`src/rtl/sys_bus_pkg.sv`:
```
// sys_bus_pkg: shared constants and types for the 65C02 SoC bus fabric.
//   - CSR register offsets of the interrupt controller window
//   - wait-state FSM encoding
//   - default SoC memory map (slot0 in the LSBs of every packed vector)
package sys_bus_pkg;

  localparam logic [1:0] CSR_STATUS  = 2'd0;
  localparam logic [1:0] CSR_ENABLE  = 2'd1;
  localparam logic [1:0] CSR_PENDING = 2'd2;
  localparam logic [1:0] CSR_ACTIVE  = 2'd3;

  typedef enum logic [1:0] {
    ST_IDLE = 2'd0,
    ST_WAIT = 2'd1,
    ST_DONE = 2'd2
  } wait_state_e;

  localparam logic [63:0] DEF_SLOT_BASE = {16'h8000, 16'h6000, 16'h5000, 16'h0000};
  localparam logic [63:0] DEF_SLOT_MASK = {16'h8000, 16'hFFF0, 16'hFFF0, 16'hC000};
  localparam logic [15:0] DEF_SLOT_WAIT = {4'd0, 4'd0, 4'd0, 4'd0};
  localparam logic [15:0] DEF_CSR_BASE  = 16'h5F00;
  localparam logic [7:0]  DEF_OPEN_BUS  = 8'hFF;

endpackage

```
`src/rtl/sys_bus_ctrl_irq.sv`:
```
// irq_ctrl: interrupt controller behind the 4-byte CSR window.
//   clk, reset   : clock, synchronous active-high reset
//   irq_n        : active-low requests (already in the clk domain)
//   csr_we       : CSR write strobe (already qualified by cpu_rdy)
//   csr_off      : register offset within the window
//   csr_wdata    : write data
//   csr_rdata    : read data, bits >= NUM_IRQ read as 0
//   cpu_irq      : registered |(PENDING & ENABLE)
module irq_ctrl
  import sys_bus_pkg::*;
#(
  parameter int                 NUM_IRQ  = 2,
  parameter logic [NUM_IRQ-1:0] IRQ_EDGE = '0
) (
  input  logic               clk,
  input  logic               reset,
  input  logic [NUM_IRQ-1:0] irq_n,
  input  logic               csr_we,
  input  logic [1:0]         csr_off,
  input  logic [7:0]         csr_wdata,
  output logic [7:0]         csr_rdata,
  output logic               cpu_irq
);

  logic [NUM_IRQ-1:0] irq_q;
  logic [NUM_IRQ-1:0] irq_q_d;
  logic [NUM_IRQ-1:0] enable;
  logic [NUM_IRQ-1:0] pend_edge;
  logic [NUM_IRQ-1:0] pending;
  logic [NUM_IRQ-1:0] rise;
  logic [NUM_IRQ-1:0] w1c;
  logic [NUM_IRQ-1:0] rd;

  // Upper write-data bits have no register behind them.
  logic unused_wdata;
  assign unused_wdata = &{1'b0, csr_wdata};

  assign rise = irq_q & ~irq_q_d;
  assign w1c  = (csr_we && csr_off == CSR_PENDING) ? csr_wdata[NUM_IRQ-1:0] : '0;

  // Level sources follow the sampled line directly; only edge sources
  // have a sticky latch, so W1C simply has nothing to clear on level bits.
  assign pending = (pend_edge & IRQ_EDGE) | (irq_q & ~IRQ_EDGE);

  always_ff @(posedge clk) begin
    if (reset) begin
      irq_q     <= '0;
      irq_q_d   <= '0;
      enable    <= '0;
      pend_edge <= '0;
      cpu_irq   <= 1'b0;
    end else begin
      irq_q     <= ~irq_n;
      irq_q_d   <= irq_q;
      // Set is ORed in after the clear, so a coincident edge survives.
      pend_edge <= ((pend_edge & ~w1c) | rise) & IRQ_EDGE;
      if (csr_we && csr_off == CSR_ENABLE) enable <= csr_wdata[NUM_IRQ-1:0];
      cpu_irq   <= |(pending & enable);
    end
  end

  always_comb begin
    rd        = '0;
    csr_rdata = '0;
    case (csr_off)
      CSR_STATUS:  rd = irq_q;
      CSR_ENABLE:  rd = enable;
      CSR_PENDING: rd = pending;
      default:     rd = pending & enable;
    endcase
    csr_rdata[NUM_IRQ-1:0] = rd;
  end

endmodule

```
`src/rtl/sys_bus_ctrl.sv`:
```
// sys_bus_ctrl: bus fabric for the 65C02 SoC.
//   clk, reset     : CPU clock, synchronous active-high reset
//   cpu_ad/we/do   : CPU address, write enable, write data
//   cpu_di         : read data (slot, IRQ CSR or OPEN_BUS on a miss)
//   cpu_rdy        : 0 stalls the CPU during slot wait states
//   cpu_irq        : interrupt to the CPU
//   bus_addr       : registered address presented to the slots
//   slot_cs        : one-hot slot select decoded from bus_addr
//   slot_we        : write strobe, one per CPU write
//   slot_do        : packed slot read data, slot0 in LSBs
//   irq_n          : active-low interrupt requests
//   dbg_wait_state : wait FSM state (wait_state_e encoding)
//
// Handshake: cpu_rdy is the ready of the access held in bus_addr. While it
// is 0 the CPU holds its bus and bus_addr is frozen; the access completes
// (and a write strobes) in the single cycle where cpu_rdy is 1.
module sys_bus_ctrl
  import sys_bus_pkg::*;
#(
  parameter int                       NUM_SLOTS = 4,
  parameter logic [16*NUM_SLOTS-1:0]  SLOT_BASE = DEF_SLOT_BASE,
  parameter logic [16*NUM_SLOTS-1:0]  SLOT_MASK = DEF_SLOT_MASK,
  parameter logic [4*NUM_SLOTS-1:0]   SLOT_WAIT = DEF_SLOT_WAIT,
  parameter int                       NUM_IRQ   = 2,
  parameter logic [NUM_IRQ-1:0]       IRQ_EDGE  = 2'b00,
  parameter logic [15:0]              CSR_BASE  = DEF_CSR_BASE,
  parameter logic [7:0]               OPEN_BUS  = DEF_OPEN_BUS
) (
  input  logic                   clk,
  input  logic                   reset,
  input  logic [15:0]            cpu_ad,
  input  logic                   cpu_we,
  input  logic [7:0]             cpu_do,
  output logic [7:0]             cpu_di,
  output logic                   cpu_rdy,
  output logic                   cpu_irq,
  output logic [15:0]            bus_addr,
  output logic [NUM_SLOTS-1:0]   slot_cs,
  output logic                   slot_we,
  input  logic [8*NUM_SLOTS-1:0] slot_do,
  input  logic [NUM_IRQ-1:0]     irq_n,
  output logic [1:0]             dbg_wait_state
);

  wait_state_e state, state_nxt;
  logic [3:0]  cnt, cnt_nxt;
  logic        csr_hit;
  logic        slot_hit;
  logic [2:0]  slot_sel;
  logic [3:0]  sel_wait;
  logic [7:0]  sel_data;
  logic [7:0]  csr_rdata;
  logic        csr_we;

  assign dbg_wait_state = state;

  always_ff @(posedge clk) begin
    if (reset)        bus_addr <= 16'h0000;
    else if (cpu_rdy) bus_addr <= cpu_ad;
  end

  assign csr_hit = (bus_addr[15:2] == CSR_BASE[15:2]);

  // Scan from the top down so the lowest matching index is the one kept.
  always_comb begin
    slot_hit = 1'b0;
    slot_sel = '0;
    sel_wait = '0;
    sel_data = '0;
    for (int i = NUM_SLOTS - 1; i >= 0; i--) begin
      if ((bus_addr & SLOT_MASK[16*i +: 16]) == SLOT_BASE[16*i +: 16]) begin
        slot_hit = 1'b1;
        slot_sel = 3'(i);
        sel_wait = SLOT_WAIT[4*i +: 4];
        sel_data = slot_do[8*i +: 8];
      end
    end
    if (csr_hit) slot_hit = 1'b0;
    slot_cs = slot_hit ? (NUM_SLOTS'(1) << slot_sel) : '0;
  end

  always_ff @(posedge clk) begin
    if (reset) begin
      state <= ST_IDLE;
      cnt   <= '0;
    end else begin
      state <= state_nxt;
      cnt   <= cnt_nxt;
    end
  end

  // The IDLE cycle that sees the hit is itself the first stall cycle, so
  // the counter is loaded with N-1 and WAIT covers the remaining N-1.
  always_comb begin
    state_nxt = state;
    cnt_nxt   = cnt;
    cpu_rdy   = 1'b1;
    case (state)
      ST_IDLE: begin
        if (slot_hit && sel_wait != 4'd0) begin
          cpu_rdy   = 1'b0;
          cnt_nxt   = sel_wait - 4'd1;
          state_nxt = (sel_wait == 4'd1) ? ST_DONE : ST_WAIT;
        end
      end
      ST_WAIT: begin
        cpu_rdy = 1'b0;
        if (cnt <= 4'd1) state_nxt = ST_DONE;
        else             cnt_nxt   = cnt - 4'd1;
      end
      ST_DONE: state_nxt = ST_IDLE;
      default: state_nxt = ST_IDLE;
    endcase
  end

  assign slot_we = cpu_we & cpu_rdy & (slot_hit | csr_hit);
  assign csr_we  = cpu_we & cpu_rdy & csr_hit;

  always_comb begin
    if (csr_hit)       cpu_di = csr_rdata;
    else if (slot_hit) cpu_di = sel_data;
    else               cpu_di = OPEN_BUS;
  end

  irq_ctrl #(
    .NUM_IRQ  (NUM_IRQ),
    .IRQ_EDGE (IRQ_EDGE)
  ) u_irq (
    .clk       (clk),
    .reset     (reset),
    .irq_n     (irq_n),
    .csr_we    (csr_we),
    .csr_off   (bus_addr[1:0]),
    .csr_wdata (cpu_do),
    .csr_rdata (csr_rdata),
    .cpu_irq   (cpu_irq)
  );

endmodule

```
`config.mk`:
```
export PLATFORM = sky130hd
export DESIGN_NAME = sys_bus_ctrl
export DESIGN_NICKNAME = d
export VERILOG_FILES = /design/src/rtl/sys_bus_pkg.sv /design/src/rtl/sys_bus_ctrl_irq.sv /design/src/rtl/sys_bus_ctrl.sv
export SDC_FILE = /design/constraint.sdc
export NUM_CORES = 1
export LEC_CHECK = 0
export BUFFER_PORTS_ARGS = -buffer_cell sky130_fd_sc_hd__clkbuf_2
export CAP_MARGIN = 10
export CORE_ASPECT_RATIO = 1.75
export CORE_MARGIN = 2
export CORE_UTILIZATION = 33
export DETAILED_ROUTE_END_ITERATION = 6
export PLACE_DENSITY = 0.73
export REMOVE_ABC_BUFFERS = 1
export SETUP_SLACK_MARGIN = 0.02
export SLEW_MARGIN = 20
export SYNTH_ARGS = -nofsm -noshare
export SYNTH_HDL_FRONTEND = slang
export SYNTH_SLANG_ARGS = --single-unit
```
`constraint.sdc`:
```
create_clock -name clk -period 1.9 [get_ports clk]
set_clock_uncertainty 0.1 [all_clocks]
set_input_delay 0 -clock clk [delete_from_list [all_inputs] [get_ports clk]]
set_output_delay 0 -clock clk [all_outputs]
set_load 0.02 [all_outputs]
```
* Yosys cells after proc, flatten, opt, wreduce, memory -nomap -nowiden
Cells that the tools add are included.
** Cells by class
- Multiplexer cells :: 20
- $add $sub $neg :: 1
- Shifts and indexed selects :: 1
- Order comparisons :: 1
- Bitwise operators :: 8
- Eq/ne operators :: 7
- Reductions and logical operators :: 8
- $mul :: 0
- Div/mod/pow operators :: 0
** Operators with widths (count)
- $mux W8 :: 6
- $eq A12 B11 Y1 const B :: 2
- $logic_not A16 Y1 :: 1
- $eq A14 B13 Y1 const B :: 1
- $mux W2 :: 5
- $pmux W2 S2 :: 2
- $mux W1 :: 6
- $eq A2 B1 Y1 const B :: 2
- $le A4 B1 Y1 const B :: 1
- $logic_not A2 Y1 :: 2
- $mux W4 :: 1
- $reduce_and A2 Y1 :: 2
- $reduce_or A2 Y1 :: 2
- $shl A1 B3 Y4 const A :: 1
- $sub A4 B1 Y4 const B :: 1
- $and A1 B1 Y1 :: 3
- $and A2 B2 Y2 :: 1
- $eq A2 B2 Y1 const B :: 1
- $ne A2 B2 Y1 const B :: 1
- $not A1 Y1 :: 2
- $not A2 Y2 :: 1
- $logic_and A1 B1 Y1 :: 1
- $or A1 B1 Y1 :: 1
** Storage, ports and cells
- Bits in read-only memories :: 0
- Word-level logic and storage cells :: 52
- Latch bits :: 0
- Input bits :: 61
- RAM bits :: 0
- Output and inout bits :: 33
- Memories kept :: 0
- Bits in registers :: 27

* Logic depth before layout (Yosys ltp)
Gate-level depths: netlist of run 1.
- Depth in word-level cells :: 7
- Depth in mapped cells :: 5
- Mapped depth without buffers :: 4

* Cells and area by module
From an unflattened synthesis of run 1, not the netlist that was laid out.
** Unflattened totals
- Cells, all modules :: 147
- Area, all modules :: 1237.4 µm²
** Modules (own cells, without submodules)
- sys_bus_ctrl :: sequential area each 320.3 µm², area an instance 977.2 µm², times used 1, cells each 119
- irq_ctrl :: sequential area each 100.1 µm², area an instance 260.2 µm², times used 1, cells each 28

* Least setup slack after synthesis of run 1
Ideal clock, no wire load.
- Path type :: register to output
- Start :: register bus_addr[9]
- End :: output cpu_di[5]
- Arrival time :: 1.957 ns
- Slack :: -0.157 ns
- Path buffers :: 1
- Stages on the path, launching flop included :: 6
- Data required time :: 1.800 ns
- Cell sequence :: dfxtp_1 > or4_1 > buf_2 > nor3_4 > a21oi_1 > o32ai_1
** Between the ends
- Word-level cells in the longest chain between the ends :: 7
- Elaborated cells on any way between the ends :: 12
- Those cells by class :: 3 x eq/ne; 9 x mux
** Ends and longest elaborated chain
- start: declaration :: line sys_bus_ctrl.sv:37 : output logic [15:0] bus_addr,
- start signal: assignment :: line sys_bus_ctrl.sv:59 : else if (cpu_rdy) bus_addr <= cpu_ad;
- $eq A12 B11 Y1 :: line sys_bus_ctrl.sv:71 : if ((bus_addr & SLOT_MASK[16*i +: 16]) == SLOT_BASE[16*i +: 16]) begin
- $mux W1 (3 in series) :: line sys_bus_ctrl.sv:71
- $mux W1 :: line sys_bus_ctrl.sv:78 : if (csr_hit) slot_hit = 1'b0;
- $mux W8 :: line sys_bus_ctrl.sv:121 : else if (slot_hit) cpu_di = sel_data;
- $mux W8 (*) :: line sys_bus_ctrl.sv:120 : if (csr_hit) cpu_di = csr_rdata;
- end: declaration :: line sys_bus_ctrl.sv:34 : output logic [7:0] cpu_di,
Every way passes the cells marked *; elsewhere a longest branch is shown, timed or not.

* Worst setup path after layout of run 1
- Start :: register bus_addr[6]
- End :: output cpu_di[2]
The elaborated chain is that of the path after synthesis.

==> results of run 1 <==
state kept, by name (all words and copies together), names as in the netlist:
signal	flops
bus_addr	16
u_irq.cpu_irq	1
u_irq.enable	2
u_irq.irq_q	2
synthesized netlist by cell type, types with 3 or more instances:
| master | number | area (um2) |
|---|---|---|
| a21o_1 | 6 | 45.0 |
| clkbuf_1 | 5 | 18.8 |
| nor2_1 | 20 | 75.1 |
| nand2b_1 | 3 | 18.8 |
| buf_4 | 3 | 22.5 |
| nor2b_1 | 18 | 113 |
| dfxtp_1 | 21 | 420 |
| o21a_1 | 6 | 45.0 |
| o32ai_1 | 5 | 43.8 |
| a22oi_1 | 5 | 37.5 |
| inv_1 | 4 | 15.0 |
| a21oi_1 | 14 | 70.1 |
power by group:
part	switching (mW)	internal [mW]	total, mW	leakage (nW)
Sequential	0.0166	0.461	0.478	0.175
Clock	0.134	0.146	0.279	0.0255
Combinational	0.185	0.187	0.372	0.827
Total	0.336	0.794	1.13	1.03
cells by family (layout without fill, tap and decap cells):
logic type             after synthesis  in the layout
and+or+nand+nor                     53             53
AOI/OAI and AO/OA                   48             48
DFF                                 21             21
buffers and inverters               14            131
other                                2              3
final timing paths:
kind	depth (start not counted)	startpoint	slack (ns)	endpoint
worst max-delay path	6	bus_addr[6]	-0.26	cpu_di[2]
worst min register to register	2	u_irq.irq_q[1]	0.48	u_irq.cpu_irq
worst min-delay path	2	reset	0.08	u_irq.enable[0]
worst max register to register	6	bus_addr[6]	-0.08	u_irq.enable[1]
cell type report:
class | count | area [um2]
fillers | 272 | 1220
multi-input cells | 104 | 791
flip-flops and latches | 21 | 424
inverters | 4 | 15.0
clock buffers | 3 | 41.3
clock inverters | 1 | 5.00
repair buffers | 123 | 813
well taps | 45 | 56.3
timing repair:
item                                   CTS  global route
setup endpoints to repair               11            13
pin swaps                                5            12
endpoints found under the hold margin   20             0
gates resized for setup                 14            36
setup buffers                            2             4
hold buffers                            21             0
per-stage QoR:
| stage | cell area, um2 | power (mW) |
|---|---|---|
| after CTS | 1990 | 1.10 |
| after global placement | 1670 | 0.768 |
| final | 2150 | 1.13 |
| after detailed placement | 1670 | 0.771 |
| after global routing | 2150 | 1.19 |
| after floorplan | 1110 | 0.635 |
layer usage:
metal | vias to the layer above | GRT usage | part of all wire
met2 | 81 | 0.368 | 0.52
li1 | 727 | - | -
met4 | 0 | 0.0857 | 0.014
met5 | - | 0 | 0
met3 | 6 | 0.0486 | 0.085
met1 | 662 | 0.194 | 0.38
cell usage in the layout (no fill, tap or decap), types with 2 or more instances in the layout:
cell type and n:
clkbuf_2 74, buf_4 22, dlygate4sd3_1 21, nor2_1 20, nor2b_1 18, dfxtp_1 18, a21oi_1 8, a21o_1 6
a21oi_2 6, o21a_1 6, o32ai_2 5, inv_1 4, a22oi_1 4, buf_6 4, nand2b_1 3, conb_1 3
dfxtp_2 3, clkbuf_8 3, or4_4 2, o22a_1 2, o22ai_1 2, nand4_1 2, a31o_4 2
==> out/qor.txt, run 1 <==
status = finished, violations left
failing checks = negative setup slack
element type at the critical path start = register
largest net degree at the start of global routing = 22
Post-Synth XOR/XNOR Area = 0
Mapped Area = 1150 um2
total of max-cap violations = 0
Mapped Avg Cell Area = 8.37 um2
Core Util, Final = 0.638
Placement Setup Slack = -0.0384 ns
final setup TNS = -2.20 ns
Die X = 48.7 um
CP Class = register to primary output
Post-Synthesis Cells = 138
P_leak = 1.03 nW
FMAX = 464 MHz
first-pass GRT wire length = 6010 um
Max stage delay on crit path = 0.59 ns
layout cells sized above 1 = 0.523
worst path bufs/invs = 2
worst vdd ir = 0.524 mV
library cells used by synthesis = 32
routed len/inst = 13.2 um
Worst-Skew Late Latency = 0.25 ns
fin cells = 301
vias in the first global route = 1,422
#FFs+latches synth = 21
Row Count = 28
RSZ-0062 raised after global routing = yes
pwr dens = 526 nW/um2
post-synthesis compound-gate area fraction = 0.297
Synth Area in Simple Gates = 0.275
TritonCTS Buffers = 3
minimum clock period after layout = 2.16 ns
starting density of the core = 0.343
sequential share of the synthesized area = 0.364
total gr overflow = 0
worst setup margin = -0.256 ns
die area = 4010 um2
I/O pin cnt = 94
clk root buf = clkbuf_8
hold crit path type = input port to register
Main synth FF type = dfxtp_1
largest family of logic cells by synthesized area = compound AO/OA/AOI/OAI gates
worst hold slack = 0.0820 ns
number of diodes = 0
async set-or-reset flop fraction in the synthesized netlist = 0
routability congestion estimate = 0.817
CP Cell Sequence = or4_4, nor3_4, buf_6, a21oi_2, o32ai_2, buf_4
CTS sink cnt = 21
mux contribution to synthesized area = 0
area added between synthesis and finish = 85.8%
port buffer count = 84
DR vias/cell = 4.90
EDFF count, synth = 0
nets = 318
adder-cell share of the synthesized area = 0
via count = 1,476
slowest cell on the critical path = or4_4
initial antenna violation count = 0
Ys Warns = 0
DP Wirelength = 2790 um
Crit. End Element = primary output
Fin. Hold Viols = 0
Total GRT Usage = 0.192
DRT antenna net count = 0
Tcrit/Tclk final = 1.13
Critical Path RT = 1.80 ns
Clock Tree Buf Depth = 2
htree depth = 1
CTS tree = built
DRC = 0
Placed Cells = 270
Initial DRT Pass Iterations = 4
CP top delay family = simple AND/OR/NAND/NOR gates
Detailed Route Iter0 Violations = 30
Core Box Area = 3360 um2
total wire length = 3980 um
Worst Path Arrival = 2.06 ns
final-report setup violation count = 13
Clock Pin Slew Worst Setup and Hold Paths = 0.07 ns
worst-path maximum fanout = 5
Chip Height = 82.3 um
count of pins over their slew limit = 0
(Power assumes the default switching activity.)
==> inputs of run 2 (changes only) <==
--- a/config.mk
+++ b/config.mk
@@ -11,7 +11,7 @@
 export CORE_MARGIN = 2
 export CORE_UTILIZATION = 33
 export DETAILED_ROUTE_END_ITERATION = 6
-export PLACE_DENSITY = 0.73
+export PLACE_DENSITY = 0.7
 export REMOVE_ABC_BUFFERS = 1
 export SETUP_SLACK_MARGIN = 0.02
 export SLEW_MARGIN = 20
==> constraint.sdc (replaced) <==
create_clock -name clk -period 2.1 [get_ports clk]
set_clock_uncertainty 0.1 [all_clocks]
set_input_delay 0 -clock clk [delete_from_list [all_inputs] [get_ports clk]]
set_output_delay 0 -clock clk [all_outputs]
set_load 0.02 [all_outputs]
==> run 2 against run 1 <==
The flow still finishes with violations (negative setup slack). Setup slack gained 0.24 ns. Hold slack improved by 0.014 ns. Register-to-register slack improved by 0.27 ns. Non-clock buffer count fell by 10. Critical path depth fell by 1. Sequential share of layout area rose by 1.0 points. Final cell count fell by 3.3%. Power decreased by 9.6%. Die area is the same. Clock power down 3%. Sequential cell count is the same. Critical path type unchanged. Largest cell class is now multi-input combinational cells. Largest power group unchanged.
==> out/qor.txt, run 2 (synthesized netlist as in run 1, its figures left out) <==
area added between synthesis and finish = 76.1%
Largest Register = bus_addr
die area = 4010 um2 (unchanged)
Hold Path End = u_irq.irq_q[0]
commonest non-fill, non-tap cell in the layout = clkbuf_2
CTS tree = built
Die X = 48.7 um (unchanged)
routed len/inst = 13.8 um (+4.2%)
hold crit path type = input port to register
commonest non-fill, non-tap cells in the layout = 75 x clkbuf_2, 21 x dlygate4sd3_1, 19 x dfxtp_1
Worst Path Arrival = 2.02 ns (-0.04 ns)
status = finished, violations left
largest net degree at the start of global routing = 22 (unchanged)
worst vdd ir = 0.438 mV (-16%)
total gr overflow = 0 (unchanged)
Fin. Hold Viols = 0 (unchanged)
Clock Tree Buf Depth = 2 (unchanged)
Crit. Startpoint = bus_addr[5]
port buffer count = 84 (unchanged)
Initial DRT Pass Iterations = 5 (+1)
final-report setup violation count = 2 (-11)
FF-to-FF Start = bus_addr[8]
count of pins over their slew limit = 0 (unchanged)
DP Area = 1610 um2 (-3.6%)
Chip Height = 82.3 um (unchanged)
Worst-Skew Late Latency = 0.26 ns (about the same)
CP Class = register to primary output
routability congestion estimate = 0.820 (+0.28%)
R2R depth = 6 (unchanged)
fin area = 2030 um2 (-5.2%)
DRT antenna net count = 0 (unchanged)
Critical Path RT = 2.00 ns (+0.20 ns)
setup slack, reg-to-reg = 0.19 ns (+0.27 ns)
failing checks = negative setup slack
FILL cells = 293 (+7.7%)
vias in the first global route = 1,536 (+8.0%)
via count = 1,448 (-1.9%)
I/O pin cnt = 94 (unchanged)
clk root buf = clkbuf_8
total wire length = 4010 um (+0.75%)
Critical R2R Capture = u_irq.enable[1]
TritonCTS Buffers = 3 (unchanged)
worst hold stages = 2 (unchanged)
Row Count = 28 (unchanged)
Detailed Route Iter0 Violations = 77 (+160%)
max reg flops = 16 (unchanged)
RSZ-0062 raised after global routing = yes
total of max-cap violations = 0 (unchanged)
nets = 308 (-3.1%)
FMAX = 472 MHz
biggest regs = bus_addr x16, u_irq.enable x2, u_irq.irq_q x2
Placement Setup Slack = 0.124 ns (+0.162 ns)
DP Wirelength = 2820 um (+1.0%)
element type at the critical path start = register
DR vias/cell = 4.98 (+1.5%)
minimum clock period after layout = 2.12 ns
Crit. End Element = primary output
first-pass GRT wire length = 6080 um (+1.1%)
pwr dens = 502 nW/um2 (-4.6%)
Total GRT Usage = 0.199 (+0.00728)
Tcrit/Tclk final = 1.01
starting density of the core = 0.343 (unchanged)
min-delay src = reset
worst setup margin = -0.0199 ns (+0.236 ns)
initial antenna violation count = 0 (unchanged)
Clock Pin Slew Worst Setup and Hold Paths = 0.08 ns (about the same)
layout cells sized above 1 = 0.496 (-0.0275)
number of diodes = 0 (unchanged)
htree depth = 1 (unchanged)
CTS sink cnt = 21 (unchanged)
worst-path maximum fanout = 5 (unchanged)
Core Box Area = 3360 um2 (unchanged)
P_leak = 0.963 nW (-6.3%)
DRC = 0 (unchanged)
run 2: cell type report:
type / count / area, um2 / area share
sequential: 21 / 423 / 0.208
multi-input combinational: 104 / 768 / 0.378
clock inverter: 1 / 7.51 / 0.00369
tap: 45 / 56.3 / 0.0277
clock buffer: 3 / 41.3 / 0.0203
inverter: 4 / 15.0 / 0.00738
timing repair buffer: 113 / 722 / 0.355
run 2: worst max-delay path by stage:
| stage | end | slack (ns) |
|---|---|---|
| global route | cpu_di[6] | -0.07 |
| global placement | cpu_di[7] | 0.14 |
| floorplan | cpu_di[2] | -0.03 |
| finish | cpu_di[1] | -0.02 |
| detailed placement | cpu_di[7] | 0.12 |
| CTS | cpu_di[7] | -0.04 |
run 2: repair_timing:
action | in CTS | in global routing
setup endpoints to repair | 11 | 12
resized for setup | 18 | 24
buffers inserted | 4 | 0
pin swaps | 8 | 3
hold endpoints to repair | 20 | 0
hold buffers | 21 | 0
run 2: through the flow:
step	TNS, ns	hold slack, ns	util	power (mW)	cells
finish	-0.0286	0.0961	0.605	1.02	291
global route	-0.376	0.124	0.605	1.06	291
CTS	-0.109	0.0835	0.584	0.998	291
detailed placement	0	0.0621	0.480	0.687	262
global placement	0	0.0572	0.480	0.685	262
floorplan	-0.131	-0.0333	-	0.574	129
run 2: where the power goes:
| group | internal [mW] | switching (mW) | total (mW) |
|---|---|---|---|
| sequential | 0.417 | 0.0184 | 0.435 |
| combinational | 0.155 | 0.161 | 0.316 |
| clock | 0.134 | 0.136 | 0.270 |
| total | 0.706 | 0.315 | 1.02 |
run 2: routing by layer:
| metal | part of all wire | vias up | GRT usage |
|---|---|---|---|
| met1 | 0.37 | 644 | 0.173 |
| met2 | 0.52 | 83 | 0.403 |
| li1 | - | 703 | - |
| met5 | 0 | - | 0 |
| met3 | 0.064 | 18 | 0.0306 |
| met4 | 0.044 | 0 | 0.151 |
run 2: worst max-delay path, cell delays in order, from the launching register on:
cell      delay [ns]
dfxtp_1         0.31
or4_4           0.61
or2_2           0.37
o21ai_1         0.19
a22oi_1         0.11
clkbuf_2        0.17
